`config.mk`:
```
export PLATFORM = sky130hd
export DESIGN_NAME = checker_mpu_fetch
export DESIGN_NICKNAME = d
export VERILOG_FILES = /design/src/rtl/checker_pkg.sv /design/src/rtl/checker_byte_rotate.sv /design/src/rtl/checker_mpu_fetch.sv
export SDC_FILE = /design/constraint.sdc
export NUM_CORES = 1
export LEC_CHECK = 0
export CORE_MARGIN = 1
export CORE_UTILIZATION = 40
export DETAILED_ROUTE_END_ITERATION = 10
export PLACE_DENSITY = 0.71
export REMOVE_ABC_BUFFERS = 1
export SLEW_MARGIN = 20
export SYNTH_ARGS = -nofsm -noshare
export SYNTH_HDL_FRONTEND = slang
export SYNTH_HIERARCHICAL = 1
export SYNTH_SLANG_ARGS = --single-unit
```
`constraint.sdc`:
```
create_clock -name sys_clk -period 3 [get_ports sys_clk]
set_input_delay 0.6 -clock sys_clk [delete_from_list [all_inputs] [get_ports sys_clk]]
set_output_delay 0.6 -clock sys_clk [all_outputs]
set_load 0.03 [all_outputs]
```
`src/rtl/checker_pkg.sv`:
```
// rtl/checker_pkg.sv - shared FSM state type, default geometry and clog2 helper for the fetch block
package checker_pkg;

  localparam int NBANKS_DEF = 8;
  localparam int IBYTES_DEF = 6;

  typedef enum logic [1:0] {
    IDLE  = 2'd0,
    READ  = 2'd1,
    VALID = 2'd2
  } state_t;

  function automatic int clog2(input int v);
    int r;
    r = 0;
    while ((1 << r) < v) r++;
    return r;
  endfunction

endpackage

```
`src/rtl/checker_byte_rotate.sv`:
```
// rtl/checker_byte_rotate.sv - combinational rotation of bank read bytes into instruction byte order
module checker_byte_rotate
  import checker_pkg::*;
#(
  parameter  int NBANKS = NBANKS_DEF,
  parameter  int IBYTES = IBYTES_DEF,
  localparam int LW     = clog2(NBANKS)
) (
  input  logic [NBANKS*8-1:0] i_banks,
  input  logic [LW-1:0]       i_offset,
  output logic [IBYTES*8-1:0] o_data
);

  logic [LW-1:0] w_idx;

  // Output byte j comes from bank (offset + j); the LW-bit sum wraps mod NBANKS
  always_comb begin
    o_data = '0;
    w_idx  = '0;
    for (int j = 0; j < IBYTES; j++) begin
      w_idx = i_offset + LW'(j);
      o_data[j*8 +: 8] = i_banks[w_idx*8 +: 8];
    end
  end

endmodule

```
`src/rtl/checker_mpu_fetch.sv`:
```
// rtl/checker_mpu_fetch.sv - unaligned instruction fetch over byte-wide RAM banks; optional last-fetch buffer via CHECKER_MPU_FETCH_LAST_HIT_EN
module checker_mpu_fetch
  import checker_pkg::*;
#(
  parameter  int NBANKS = NBANKS_DEF,
  parameter  int IBYTES = IBYTES_DEF,
  parameter  int AW     = 15,
  localparam int LW     = clog2(NBANKS),
  localparam int BAW    = AW - LW
) (
  input  logic                  sys_clk,
  input  logic                  sys_rst_n,
  input  logic                  i_stb_i,
  input  logic [AW-1:0]         i_addr_i,
  output logic                  i_rdy_o,
  output logic [8*IBYTES-1:0]   i_data_o,
  output logic                  i_valid_o,
  input  logic                  i_ready_i,
  input  logic                  inv_i,
  output logic                  ram_en_o,
  output logic [NBANKS*BAW-1:0] ram_adr_o,
  input  logic [NBANKS*8-1:0]   ram_dat_i
);

  state_t              r_state;
  state_t              w_next;
  logic [LW-1:0]       r_offset;
  logic [8*IBYTES-1:0] r_data;
  logic [8*IBYTES-1:0] w_rot;
  logic [8*IBYTES-1:0] w_hit_data;
  logic [AW-1:0]       w_sum;
  logic                w_rdy;
  logic                w_accept;
  logic                w_hit;

  assign w_rdy    = (r_state == IDLE) | ((r_state == VALID) & i_ready_i);
  assign w_accept = i_stb_i & w_rdy;

`ifdef CHECKER_MPU_FETCH_LAST_HIT_EN
  logic [AW-1:0]       r_req_addr;
  logic [AW-1:0]       r_last_addr;
  logic [8*IBYTES-1:0] r_last_data;
  logic                r_last_valid;

  // A write seen this cycle makes the buffer stale, so it also vetoes a hit
  assign w_hit      = r_last_valid & ~inv_i & (i_addr_i == r_last_addr);
  assign w_hit_data = r_last_data;

  // Capture the requested address, and remember what was actually handed over
  always_ff @(posedge sys_clk or negedge sys_rst_n) begin
    if (!sys_rst_n) begin
      r_req_addr   <= '0;
      r_last_addr  <= '0;
      r_last_data  <= '0;
      r_last_valid <= 1'b0;
    end else begin
      if (w_accept) r_req_addr <= i_addr_i;
      if (inv_i) begin
        r_last_valid <= 1'b0;
      end else if ((r_state == VALID) & i_ready_i) begin
        r_last_valid <= 1'b1;
        r_last_addr  <= r_req_addr;
        r_last_data  <= r_data;
      end
    end
  end
`else
  logic w_unused_inv;

  assign w_unused_inv = inv_i;
  assign w_hit        = 1'b0;
  assign w_hit_data   = '0;
`endif

  checker_byte_rotate #(
    .NBANKS (NBANKS),
    .IBYTES (IBYTES)
  ) u_rotate (
    .i_banks  (ram_dat_i),
    .i_offset (r_offset),
    .o_data   (w_rot)
  );

  // State register
  always_ff @(posedge sys_clk or negedge sys_rst_n) begin
    if (!sys_rst_n) r_state <= IDLE;
    else            r_state <= w_next;
  end

  // Next-state: a hit skips the RAM cycle and goes straight to VALID
  always_comb begin
    w_next = r_state;
    case (r_state)
      IDLE:    if (w_accept) w_next = w_hit ? VALID : READ;
      READ:    w_next = VALID;
      VALID:   if (i_ready_i) begin
                 if (i_stb_i) w_next = w_hit ? VALID : READ;
                 else         w_next = IDLE;
               end
      default: w_next = IDLE;
    endcase
  end

  // Outputs: handshake flags and per-bank row addresses for the accepted request
  always_comb begin
    i_rdy_o   = w_rdy;
    i_valid_o = (r_state == VALID);
    i_data_o  = r_data;
    ram_en_o  = w_accept & ~w_hit & sys_rst_n;
    ram_adr_o = '0;
    w_sum     = '0;
    for (int k = 0; k < NBANKS; k++) begin
      w_sum = i_addr_i + AW'(NBANKS - 1 - k);
      ram_adr_o[k*BAW +: BAW] = w_sum[AW-1:LW];
    end
  end

  // Datapath: offset for the rotation stage, instruction register loaded in READ or on a hit
  always_ff @(posedge sys_clk or negedge sys_rst_n) begin
    if (!sys_rst_n) begin
      r_offset <= '0;
      r_data   <= '0;
    end else begin
      if (w_accept) r_offset <= i_addr_i[LW-1:0];
      if (r_state == READ)       r_data <= w_rot;
      else if (w_accept & w_hit) r_data <= w_hit_data;
    end
  end

endmodule

```
==> metrics.yaml <==
die_h_microns: 127
synth_sequential_area_ratio: 0.211
maxSlewViolCount: 0
post-place-ws_ps: -191
initial_utilization: 0.412
net-switching-power_w: 0.00263
crit_top_cell: "buf_4"
place.port_buffers: 229
detail_route.iter0.violations: 115
grt_first_pass_wirelength_microns: 30000
synth_cell_type_count: 37
crit_slowest_cell: "clkdlybuf4s50_1"
clock_insertion_delay_at_the_later_pin_of_the_skew_report_ps: 290
yosysMostFrequentCell: "mux2_1"
synthDominantAreaCellType: "dfrtp_1"
post_synth_fa_ha_maj_area_fraction: 0.00996
ys_ff_latch: 53
tritoncts: "yes"
cp.required_ps: 2400
antenna_diodes: 0
critical_path.startpoint_type: "input port"
power_switching_share: 0.425
postCtsHoldBufs: 0
fp-row-count: 45
synth_flop_cell: "dfrtp_1"
synth_simple_gate_area_share: 0.0777
die_w_microns: 127
post_synth_instance_area_sq_um: 6280
crit_path_max_fanout: 6
slowest_delay_ps: 560
max-slew-margin-rel: 0.394
power.share.combinational: 0.693
clock-sinks: 53
number_of_synthesized_flops_with_an_enable_pin: 0
synth_compound_area_frac: 0.0165
finalSetupViolations: 0
finish.net_count: 858
synth_top_area_share: 0.211
gpl.final_weighted_congestion: 0.966
avgSynthCellArea_sq_um: 11.8
cts.htree.levels: 2
synth_top_family_by_area: "multiplexers"
grt_start_max_net_pins: 65
netlist_instances: 533
ir_drop_mv: 0.376
floorplan.core_area_sq_um: 15300
count_of_fill_cells_added_during_filler_insertion: 1251
drt_drc_violations_left: 0
post_synthesis_xor_xnor_area_fraction: 0.125
track_usage: 0.235
power.density_nw_per_um2: 689
fin_hold_ws_ps: 500
share_of_post_route_cells_with_drive_strength_above_1: 0.384
detail_route.first_pass.iterations: 4
drt-wirelength-per-cell_microns: 19.5
cts.path.max_buffers: 2
grt.overflow.total: 0
tns_setup_ps: 0
max_cap_viol_count: 0
report.final.hold_viol_count: 0
place_hpwl_microns: 14500
tightestPinTransition_ps: 909
power.sequential.fraction: 0.209
skew_ps: 3.99
cts.reportedPaths.clkPinSlew_ps: 70
total_routed_wirelength_microns: 19100
worst-setup-path-type: "input port to output pin"
post_route_standard_cell_area_excluding_fillers_sq_um: 8980
post_synth_most_frequent_cells: "mux2_1 (89), mux2_2 (66), xor2_1 (66)"
power_leakage_nw: 3.64
cts-buffers-inserted: 5
post_synth_mux_area_share: 0.482
clockRootBuffer: "clkbuf_16"
worst_ep_arrival_time_ps: 2330
area_growth_syn_to_layout_pct: 43.0
finalWorstPathRequiredPeriod_ps: 2930
run_status: "finished, final reports clean"
postSynth.asyncResetShare: 1.00
intPower_w: 0.00355
largest_cells_by_area_after_synthesis: "dfrtp_1 (21%), mux4_2 (18%), mux2_1 (16%)"
fin_crit_sh: 0.978
ys_warn_count: 6
io-pin-count: 231
timing.critical_path.to_type: "output pin"
cell_by_cell_trace_of_the_critical_path: "clkdlybuf4s50_1 > buf_4 > nand4_1 > nor4_1 > xor2_1 > buf_4"
num_vias: 5455
antenna_found_initial: 1
post-route-worst-setup-slack_ps: 67.4
placement.cell_area_sq_um: 8680
clockPowerShare: 0.097
die_area_sq_um: 16200
path_category_of_the_worst_min_delay_check: "input port to async pin"
route.antenna.remaining_nets: 0
first_global_vias: 5643
post_drt_via_cell_ratio: 5.56
fmax_ghz: 0.341
## critical path, delay by kind of cell
family	cells	cell delay [ps]
XOR/XNOR	1	220
buffers and inverters	3	940
AND/OR/NAND/NOR	2	580
## per-stage QoR
stage	util	std cells	power (W)
CTS	0.582	980	0.00622
floorplan	-	473	0.00401
global route	0.589	981	0.00650
finish	0.589	981	0.00618
global placement	0.569	970	0.00551
detailed placement	0.569	970	0.00560
## what timing repair did
action / in CTS / in global routing
cloned: 0 / 0
gates resized for setup: 9 / 19
endpoints found under the setup margin: 11 / 30
pin swaps: 2 / 5
setup buffers: 2 / 1
## path summary, 6_finish.rpt
path	startpoint	endpoint	slack, ps	depth (start not counted)
max reg2reg	r_offset[0]	i_data_o[21]	530	4
min reg2reg	i_data_o[31]	i_data_o[31]	510	1
max in group asynchronous	sys_rst_n	r_offset[0]	1980	2
min in group sys_clk	i_data_o[31]	i_data_o[31]	510	1
max	i_addr_i[6]	ram_adr_o[8]	70	6
min	sys_rst_n	r_state[0]	500	2
## logic make-up after synthesis
logic type	Yosys count
xor gates and xnor gates	85
DFF	53
muxes	211
buffers and inverters	69
AOI/OAI and AO/OA	16
and+or+nand+nor	94
adders and majority gates	5
## cells in the final DEF (no fill, tap or decap), types with 17 or more instances in the layout
cell type and n:
mux2_2 66, mux2_1 89, xor2_1 66, dfrtp_1 51
clkdlybuf4s50_1 136, mux4_2 50, nor3_1 21, buf_4 137
xnor2_1 17, nor2_1 24
## sequential cells by signal (all words and copies together) (netlist names)
name      count
r_offset      3
i_data_o     48
r_state       2
## power groups by stage
stage          logic (W)  clock network (W)  registers [W]
5_1_grt          0.00452           0.000648        0.00133
6_report         0.00429           0.000603        0.00129
2_1_floorplan    0.00196                  0        0.00205
3_5_place_dp     0.00428                  0        0.00131
4_1_cts          0.00430           0.000622        0.00130
3_3_place_gp     0.00422                  0        0.00129
## routing by layer
layer  global-route usage  up-vias  part of all wire
met4               0.0735        0             0.027
met3               0.0482       46             0.059
met2                0.436      221              0.51
li1                     -     2452                 -
met5                    0        -                 0
met1                0.270     2736              0.40
## final cells by class
| type | instances | area, sq um | share of cell area |
|---|---|---|---|
| repair buffers | 289 | 2620 | 0.292 |
| multi-input cells | 411 | 4580 | 0.510 |
| clock buffers | 8 | 146 | 0.0163 |
| inverters | 9 | 37.5 | 0.00418 |
| flip-flops and latches | 53 | 1330 | 0.148 |
| well taps | 211 | 264 | 0.0294 |
Power figures use the tool's default switching activity.
